**src/rtl/mmu_pkg.sv**
```systemverilog
// Types and defaults shared by the memory-port arbiter and the MMU FSM:
// the arbiter state encoding, bus-width defaults and the round-robin pick rule.
package mmu_pkg;

    localparam int ADDR_W_DEF = 32;
    localparam int DATA_W_DEF = 32;

    typedef enum logic [1:0] {
        IDLE     = 2'd0,
        SERVE_IC = 2'd1,
        SERVE_DC = 2'd2,
        RESP     = 2'd3
    } arb_state_e;

    // The data cache wins when it is the only requester, or on a tie when the
    // instruction cache held the last grant.
    function automatic logic rr_pick_dc(input logic ic_req, input logic dc_req,
                                        input logic last_dc);
        return dc_req && (!ic_req || !last_dc);
    endfunction

endpackage

```
**src/rtl/mem_timeout_ctr.sv**
```systemverilog
// Watchdog for one memory transfer: counts SERVE cycles while run is high.
// Only built with MEM_TIMEOUT_EN defined.
`ifdef MEM_TIMEOUT_EN
module mem_timeout_ctr #(
    parameter int LIMIT = 64
) (
    input  logic clk,
    input  logic reset,
    input  logic run,
    output logic expired
);

    // Count is 0 in the first SERVE cycle, so the LIMIT-th cycle sees LIMIT-1.
    localparam logic [7:0] LAST = 8'(LIMIT - 1);

    logic [7:0] cnt_q;

    always_ff @(posedge clk) begin
        if (reset || !run) begin
            cnt_q <= '0;
        end else if (cnt_q != LAST) begin
            cnt_q <= cnt_q + 8'd1;
        end
    end

    assign expired = run && (cnt_q == LAST);

endmodule
`endif

```
**src/rtl/mem_port_arbiter.sv**
```systemverilog
// Round-robin arbiter giving the I-cache and D-cache turns on one memory port.
// Define MEM_TIMEOUT_EN to abort transfers that stay busy for TIMEOUT_CYC cycles.
module mem_port_arbiter
    import mmu_pkg::*;
#(
    parameter int ADDR_W      = ADDR_W_DEF,
    parameter int DATA_W      = DATA_W_DEF,
    parameter int TIMEOUT_CYC = 64
) (
    input  logic              clk,
    input  logic              reset,
    input  logic              ic_req,
    input  logic [ADDR_W-1:0] ic_addr,
    output logic              ic_done,
    input  logic              dc_req,
    input  logic              dc_we,
    input  logic [ADDR_W-1:0] dc_addr,
    input  logic [DATA_W-1:0] dc_wdata,
    output logic              dc_done,
    output logic [DATA_W-1:0] rsp_rdata,
    output logic              rsp_err,
    output logic              mem_ren,
    output logic              mem_wen,
    output logic [ADDR_W-1:0] mem_addr,
    output logic [DATA_W-1:0] mem_wdata,
    input  logic [DATA_W-1:0] mem_rdata,
    input  logic              mem_ready
);

    if (TIMEOUT_CYC < 2 || TIMEOUT_CYC > 255) begin : g_bad_timeout
        $error("mem_port_arbiter: TIMEOUT_CYC must be within 2..255");
    end

    arb_state_e        state_q, state_d;
    logic              last_dc_q, last_dc_d;
    logic              ic_done_q, ic_done_d;
    logic              dc_done_q, dc_done_d;
    logic              mem_ren_q, mem_ren_d;
    logic              mem_wen_q, mem_wen_d;
    logic [ADDR_W-1:0] mem_addr_q, mem_addr_d;
    logic [DATA_W-1:0] mem_wdata_q, mem_wdata_d;
    logic [DATA_W-1:0] rsp_rdata_q, rsp_rdata_d;
    logic              serve_end;
    logic              pick_dc;

`ifdef MEM_TIMEOUT_EN
    logic serving;
    logic timed_out;
    logic rsp_err_q, rsp_err_d;

    assign serving = (state_q == SERVE_IC) || (state_q == SERVE_DC);

    mem_timeout_ctr #(
        .LIMIT(TIMEOUT_CYC)
    ) u_timeout (
        .clk    (clk),
        .reset  (reset),
        .run    (serving),
        .expired(timed_out)
    );

    // A ready in the expiry cycle still counts as a normal completion.
    assign serve_end = mem_ready || timed_out;
    assign rsp_err   = rsp_err_q;
`else
    assign serve_end = mem_ready;
    assign rsp_err   = 1'b0;
`endif

    always_comb begin
        // NOTE: every variable gets a default here so no path leaves one
        // unassigned; a missing default would infer a latch.
        state_d     = state_q;
        last_dc_d   = last_dc_q;
        pick_dc     = 1'b0;
        ic_done_d   = 1'b0;
        dc_done_d   = 1'b0;
        mem_ren_d   = mem_ren_q;
        mem_wen_d   = mem_wen_q;
        mem_addr_d  = mem_addr_q;
        mem_wdata_d = mem_wdata_q;
        rsp_rdata_d = '0;
`ifdef MEM_TIMEOUT_EN
        rsp_err_d   = 1'b0;
`endif

        case (state_q)
            IDLE: begin
                if (ic_req || dc_req) begin
                    pick_dc     = rr_pick_dc(ic_req, dc_req, last_dc_q);
                    last_dc_d   = pick_dc;
                    state_d     = pick_dc ? SERVE_DC : SERVE_IC;
                    mem_addr_d  = pick_dc ? dc_addr : ic_addr;
                    mem_wen_d   = pick_dc && dc_we;
                    mem_ren_d   = !(pick_dc && dc_we);
                    mem_wdata_d = (pick_dc && dc_we) ? dc_wdata : '0;
                end
            end

            SERVE_IC, SERVE_DC: begin
                // Strobe and address stay frozen from grant until the memory answers.
                if (serve_end) begin
                    state_d     = RESP;
                    ic_done_d   = (state_q == SERVE_IC);
                    dc_done_d   = (state_q == SERVE_DC);
                    rsp_rdata_d = (mem_ready && mem_ren_q) ? mem_rdata : '0;
                    mem_ren_d   = 1'b0;
                    mem_wen_d   = 1'b0;
                    mem_addr_d  = '0;
                    mem_wdata_d = '0;
`ifdef MEM_TIMEOUT_EN
                    rsp_err_d   = !mem_ready;
`endif
                end
            end

            RESP: begin
                state_d = IDLE;
            end

            default: begin
                state_d = IDLE;
            end
        endcase
    end

    // NOTE: state updates use non-blocking assignments so every register
    // samples the pre-edge values regardless of statement order.
    always_ff @(posedge clk) begin
        if (reset) begin
            state_q     <= IDLE;
            last_dc_q   <= 1'b1;
            ic_done_q   <= 1'b0;
            dc_done_q   <= 1'b0;
            mem_ren_q   <= 1'b0;
            mem_wen_q   <= 1'b0;
            mem_addr_q  <= '0;
            mem_wdata_q <= '0;
            rsp_rdata_q <= '0;
`ifdef MEM_TIMEOUT_EN
            rsp_err_q   <= 1'b0;
`endif
        end else begin
            state_q     <= state_d;
            last_dc_q   <= last_dc_d;
            ic_done_q   <= ic_done_d;
            dc_done_q   <= dc_done_d;
            mem_ren_q   <= mem_ren_d;
            mem_wen_q   <= mem_wen_d;
            mem_addr_q  <= mem_addr_d;
            mem_wdata_q <= mem_wdata_d;
            rsp_rdata_q <= rsp_rdata_d;
`ifdef MEM_TIMEOUT_EN
            rsp_err_q   <= rsp_err_d;
`endif
        end
    end

    assign ic_done   = ic_done_q;
    assign dc_done   = dc_done_q;
    assign mem_ren   = mem_ren_q;
    assign mem_wen   = mem_wen_q;
    assign mem_addr  = mem_addr_q;
    assign mem_wdata = mem_wdata_q;
    assign rsp_rdata = rsp_rdata_q;

endmodule

```
**config.mk**
```make
export PLATFORM = sky130hd
export DESIGN_NAME = mem_port_arbiter
export DESIGN_NICKNAME = d
export VERILOG_FILES = /design/src/rtl/mmu_pkg.sv /design/src/rtl/mem_timeout_ctr.sv /design/src/rtl/mem_port_arbiter.sv
export SDC_FILE = /design/constraint.sdc
export NUM_CORES = 1
export LEC_CHECK = 0
export BUFFER_PORTS_ARGS = -buffer_cell sky130_fd_sc_hd__clkbuf_2
export CAP_MARGIN = 20
export CORE_MARGIN = 10
export CORE_UTILIZATION = 40
export CTS_BUF_LIST = sky130_fd_sc_hd__clkbuf_8 sky130_fd_sc_hd__clkbuf_16
export DETAILED_ROUTE_END_ITERATION = 16
export PLACE_DENSITY = 0.74
export SLEW_MARGIN = 10
export SYNTH_ARGS = -nofsm -noshare
export SYNTH_HDL_FRONTEND = slang
export SYNTH_HIERARCHICAL = 1
export SYNTH_SLANG_ARGS = --single-unit
```
**constraint.sdc**
```tcl
create_clock -name clk -period 5.4 [get_ports clk]
set_clock_uncertainty 0.1 [all_clocks]
set_input_delay 1.08 -clock clk [delete_from_list [all_inputs] [get_ports clk]]
set_output_delay 1.08 -clock clk [all_outputs]
set_load 0.005 [all_outputs]
```
; ---- Word-level counts from Yosys, hierarchy flattened
; Index checks and enable logic that the tools add are counted.
[word_totals]
n_memories = 0
word_cells = 49
register_bits = 103
ramBits = 0
mem_bits_ro = 0
inputBits = 134
output_inout_bits = 101
latchBits = 0
[classes]
n_reduce_logical = 16
div_mod_pow = 0
addsub = 0
muxes = 16
n_mul = 0
n_shift = 0
n_bitwise = 3
n_eq_ne = 5
magnitude_cmp = 0
[ops]
columns = cell, n
row1 = $mux W32, 5
row2 = $pmux W32 S2, 2
row3 = $mux W2, 3
row4 = $pmux W2 S3, 1
row5 = $eq A2 B2 Y1 const B, 2
row6 = $ne A2 B2 Y1 const B, 2
row7 = $pmux W1 S2, 2
row8 = $reduce_and A2 Y1, 2
row9 = $reduce_or A4 Y1, 1
row10 = $logic_and A1 B1 Y1, 3
row11 = $logic_not A1 Y1, 3
row12 = $mux W1, 3
row13 = $not A1 Y1, 3
row14 = $reduce_and A3 Y1, 1
row15 = $reduce_or A3 Y1, 1
row16 = $eq A2 B1 Y1 const B, 1
row17 = $logic_not A2 Y1, 1
row18 = $logic_or A1 B1 Y1, 2
row19 = $reduce_bool A2 Y1, 1
row20 = $reduce_or A2 Y1, 1

; ---- Longest topological paths before layout
[logic_depth]
depth_word = 7
mapped_depth = 7
mapped_depth_nobuf = 6

; ---- Worst setup path before layout
; Ideal clock, no wire load.
[synth_path]
kind = in2reg
from = input ic_req
to = register mem_wdata_q[10], in the netlist mem_wdata[10]
path_buffers = 1
required_ns = 5.183
setup_time_ns = 0.117
arrival_time_ns = 1.976
setup_slack_ns = 3.207
cell_stages = 5
cell_sequence = or3b_4 nand2_8 nor2_4 buf_6 a32o_1
[synth_via]
elab_chain_len = 7
word_cells_on_any_way = 10
classes_between = eq/ne (1) / mux (3) / reduce/logical (6)
[synth_rtl]
columns = item, line
row1 = start: declaration, mem_port_arbiter.sv:12  ; input logic ic_req,
row2 = $logic_not A1 Y1, mmu_pkg.sv:19  ; return dc_req && (!ic_req || !last_dc);
row3 = $logic_or A1 B1 Y1, mmu_pkg.sv:19
row4 = $logic_and A1 B1 Y1, mmu_pkg.sv:19
row5 = $logic_and A1 B1 Y1, mem_port_arbiter.sv:96  ; mem_wdata_d = (pick_dc && dc_we) ? dc_wdata : '0;
row6 = $mux W32, mem_port_arbiter.sv:96
row7 = $mux W32, mem_port_arbiter.sv:89  ; if (ic_req || dc_req) begin
row8 = $pmux W32 S2, mem_port_arbiter.sv:87  ; case (state_q)
row9 = end signal: assignment, mem_port_arbiter.sv:151  ; mem_wdata_q <= mem_wdata_d;
row10 = end: declaration, mem_port_arbiter.sv:41  ; logic [DATA_W-1:0] mem_wdata_q, mem_wdata_d;
; Several ways; a longest one is shown, not always the timed one. The select of a mux whose other input is x is not followed.
; A chain may end at the register's enable or synchronous reset.

; ---- Worst setup path in the final report
[layout_path]
from = register mem_ren_q, in the netlist mem_ren
to = output mem_ren
[layout_rtl]
columns = item, line
row1 = start: declaration, mem_port_arbiter.sv:38  ; logic mem_ren_q, mem_ren_d;
row2 = start signal: assignment, mem_port_arbiter.sv:148  ; mem_ren_q <= mem_ren_d;
row3 = end: declaration, mem_port_arbiter.sv:22  ; output logic mem_ren,
; No word-level cell between the ends.

==> results.cfg <==
[worst_setup_path]
max_stage_delay_ns = 0.89
critical-path-top-delay-family = flip-flops
end_kind = primary output
rrSetupSlack_ns = 3.04
crit_required_ns = 4.22
cp_slowest_cell = dfxtp_1
reg2reg_from = state_q[0]
r2r_end = mem_addr[1]
worstPathMaxFanout = 34
arrival_ns = 1.50
path_class = reg2out
cp-start-kind = flip-flop
cp_num_buf_inv = 1
cp_cell_sequence = clkbuf_2
rr_worst_depth = 6

[synthesis]
synth_compound_area_frac = 0.160
syn_avg_cell_area_sq_um = 11.2
yosysSeqAreaShare = 0.560
synth.cell_area_sq_mm = 0.00368
synthAdderAreaFrac = 0.0136
syn_inst = 330
synth_xor_xnor_area_share = 0
synth_fp_nets = 468
synth_cell_types = 33
synth_top_family_by_area = compound AO/OA/AOI/OAI gates
ys_ff_latch = 103
ys_warn_count = 6
synthMuxAreaShare = 0.0965
synth-simple-area-share = 0.117

[clock_network]
cts_buffer_depth = 2
post-cts-setup-buffers = 0
ctsHoldBuffers = 0
path_clk_slew_ns = 0.10
cts_resized = 0
clock_latency_ns = 0.36
cts_buffers = 9
cts_root_buffer = clkbuf_8
htree_levels = 3
cts_tree = yes
clock_sinks = 103

[grt]
busiest_layer = met2
grt_max_degree = 37
grt_pass1_vias = 3399
use_met1 = 0.172
grt.total_usage = 0.159
grt_util_met3 = 0.0822
met2_usage = 0.265
grt_pass1_wl_um = 17100
antenna_found_initial = 0
grt_overflow = 0

[final_layout]
syn_to_final_growth_pct = 36.8
layout_commonest_cell = clkbuf_2
layout_common_cells = clkbuf_2, dfxtp_1, and3_1, mux2i_1
post-route-util = 0.569
drive_gt1_frac = 0.478
diodes = 0
final_nets = 687

[timing]
fmax_mhz = 374
final.setup.tns_ns = 0
finalSetupViolations = 0
tightest_slew_ns = 0.913
drv_slew = 0
finalCritPeriodShare = 0.496
slew_headroom = 0.392
min_period_ns = 2.68
hold_viol = 0
rsz0062_at_grt = false

[floorplanning]
rows = 34
die-height_um = 116
dieWidth_um = 116
design.portCount = 235
initial_utilization = 0.416
core-area_sq_mm = 0.00885
die_area_sq_mm = 0.0134

[place]
dp_hpwl_um = 9130
place.gp.congestion = 0.742
portBuffers = 233

[routing]
route.vias.total = 3318
dr.first_iter.drc_count = 185
vias_per_cell = 5.01
first_pass_iters = 5
ant_nets = 0
wl_per_cell_um = 17.3
drc = 0
drt_wl_total_um = 11500

[pwr]
irDropWorstVdd_mv = 0.231
power.density_mw_per_mm2 = 411
p_leak_nw = 2.57

[worst_hold_path]
hold_class = reg2reg
hold-path-cell-count = 2
hp-start = mem_addr[17]
min_to = mem_addr[17]

[outcome]
outcome = finished clean

[run]
cap_violations = 0
## how the worst max path moves through the flow
| stage | from | depth (start not counted) | end | slack, ns |
|---|---|---|---|---|
| floorplan | ic_req | 5 | mem_wdata[10] | 3.21 |
| global placement | reset | 4 | rsp_rdata[26] | 2.52 |
| detailed placement | reset | 4 | rsp_rdata[11] | 2.44 |
| finish | mem_ren | 1 | mem_ren | 2.72 |
| global route | mem_ren | 1 | mem_ren | 2.57 |
| CTS | mem_ren | 1 | mem_ren | 2.72 |
## worst reg2reg max path: stages, from the launching register on
cell and delay, ns:
dfxtp_1 0.38, inv_1 0.10, ha_1 0.42, mux2_4 0.37, a21oi_4 0.66, nand2_1 0.14, o21ai_0 0.11
## through the flow
stage | cell area (sq um) | instances | hold WS [ns] | setup WS (ns) | total power [mW]
5_1_grt | 5040 | 662 | 0.372 | 2.57 | 2.21
3_3_place_gp | 4830 | 646 | 0.336 | 2.52 | 1.58
6_report | 5040 | 662 | 0.352 | 2.72 | 2.07
4_1_cts | 5040 | 662 | 0.356 | 2.72 | 2.10
3_5_place_dp | 4830 | 646 | 0.341 | 2.44 | 1.60
2_1_floorplan | 3680 | 330 | 0.345 | 3.21 | 1.39
## power breakdown
part / internal (mW) / leakage [nW] / total [mW] / switching (mW)
sequential: 0.879 / 0.835 / 0.963 / 0.0835
clock: 0.220 / 0.0982 / 0.491 / 0.271
combinational: 0.254 / 1.64 / 0.615 / 0.362
total: 1.35 / 2.57 / 2.07 / 0.716
## cells by family after synthesis
group / after synthesis
muxes: 35
adders and majority gates: 4
and+or+nand+nor: 80
AOI/OAI and AO/OA: 76
buffers and inverters: 31
DFF: 103
other: 1
## registers in the layout, indices dropped and copies added, names as in the netlist
name       cells
mem_addr      32
mem_wdata     32
rsp_rdata     32
state_q        2
dc_done        1
ic_done        1
last_dc_q      1
mem_ren        1
mem_wen        1
## cells in the mapped netlist
| master | number | area (sq um) |
|---|---|---|
| conb_1 | 1 | 3.75 |
| a21oi_4 | 1 | 16.3 |
| nor2b_1 | 1 | 6.26 |
| nand3_1 | 1 | 5.00 |
| buf_6 | 7 | 78.8 |
| o21ai_2 | 6 | 52.6 |
| and2_1 | 2 | 12.5 |
| o21ai_1 | 17 | 85.1 |
| clkbuf_2 | 2 | 10.0 |
| a31o_1 | 1 | 8.76 |
| nand2b_1 | 2 | 12.5 |
| ha_1 | 4 | 50.1 |
| a21boi_0 | 1 | 7.51 |
| buf_2 | 4 | 20.0 |
| inv_2 | 1 | 3.75 |
| a21boi_2 | 1 | 11.3 |
| clkbuf_1 | 10 | 37.5 |
| or3b_4 | 1 | 11.3 |
| o21ai_0 | 12 | 60.1 |
| inv_1 | 3 | 11.3 |
| mux2i_1 | 34 | 340 |
| a21oi_1 | 4 | 20.0 |
| a2bb2oi_1 | 1 | 8.76 |
| buf_4 | 2 | 15.0 |
| nand2_1 | 32 | 120 |
| mux2_4 | 1 | 15.0 |
| clkbuf_4 | 2 | 15.0 |
| nand2_8 | 1 | 20.0 |
| nor2_1 | 5 | 18.8 |
| a32o_1 | 32 | 320 |
| nor2_4 | 1 | 11.3 |
| and3_1 | 34 | 213 |
| dfxtp_1 | 103 | 2060 |
## layout make-up
type | count | area (sq um)
fill | 789 | 3810
sequential | 103 | 2060
multi-input combinational | 196 | 1440
timing repair buffer | 235 | 1180
tap | 108 | 135
clock buffer | 9 | 124
clock inverter | 7 | 78.8
inverter | 4 | 15.0
## per-layer routing
layer,vias to the layer above,part of all wire
li1,1633,-
met4,0,0.010
met3,10,0.13
met1,1508,0.38
met2,167,0.48
met5,-,0
Power figures use the tool's default switching activity.
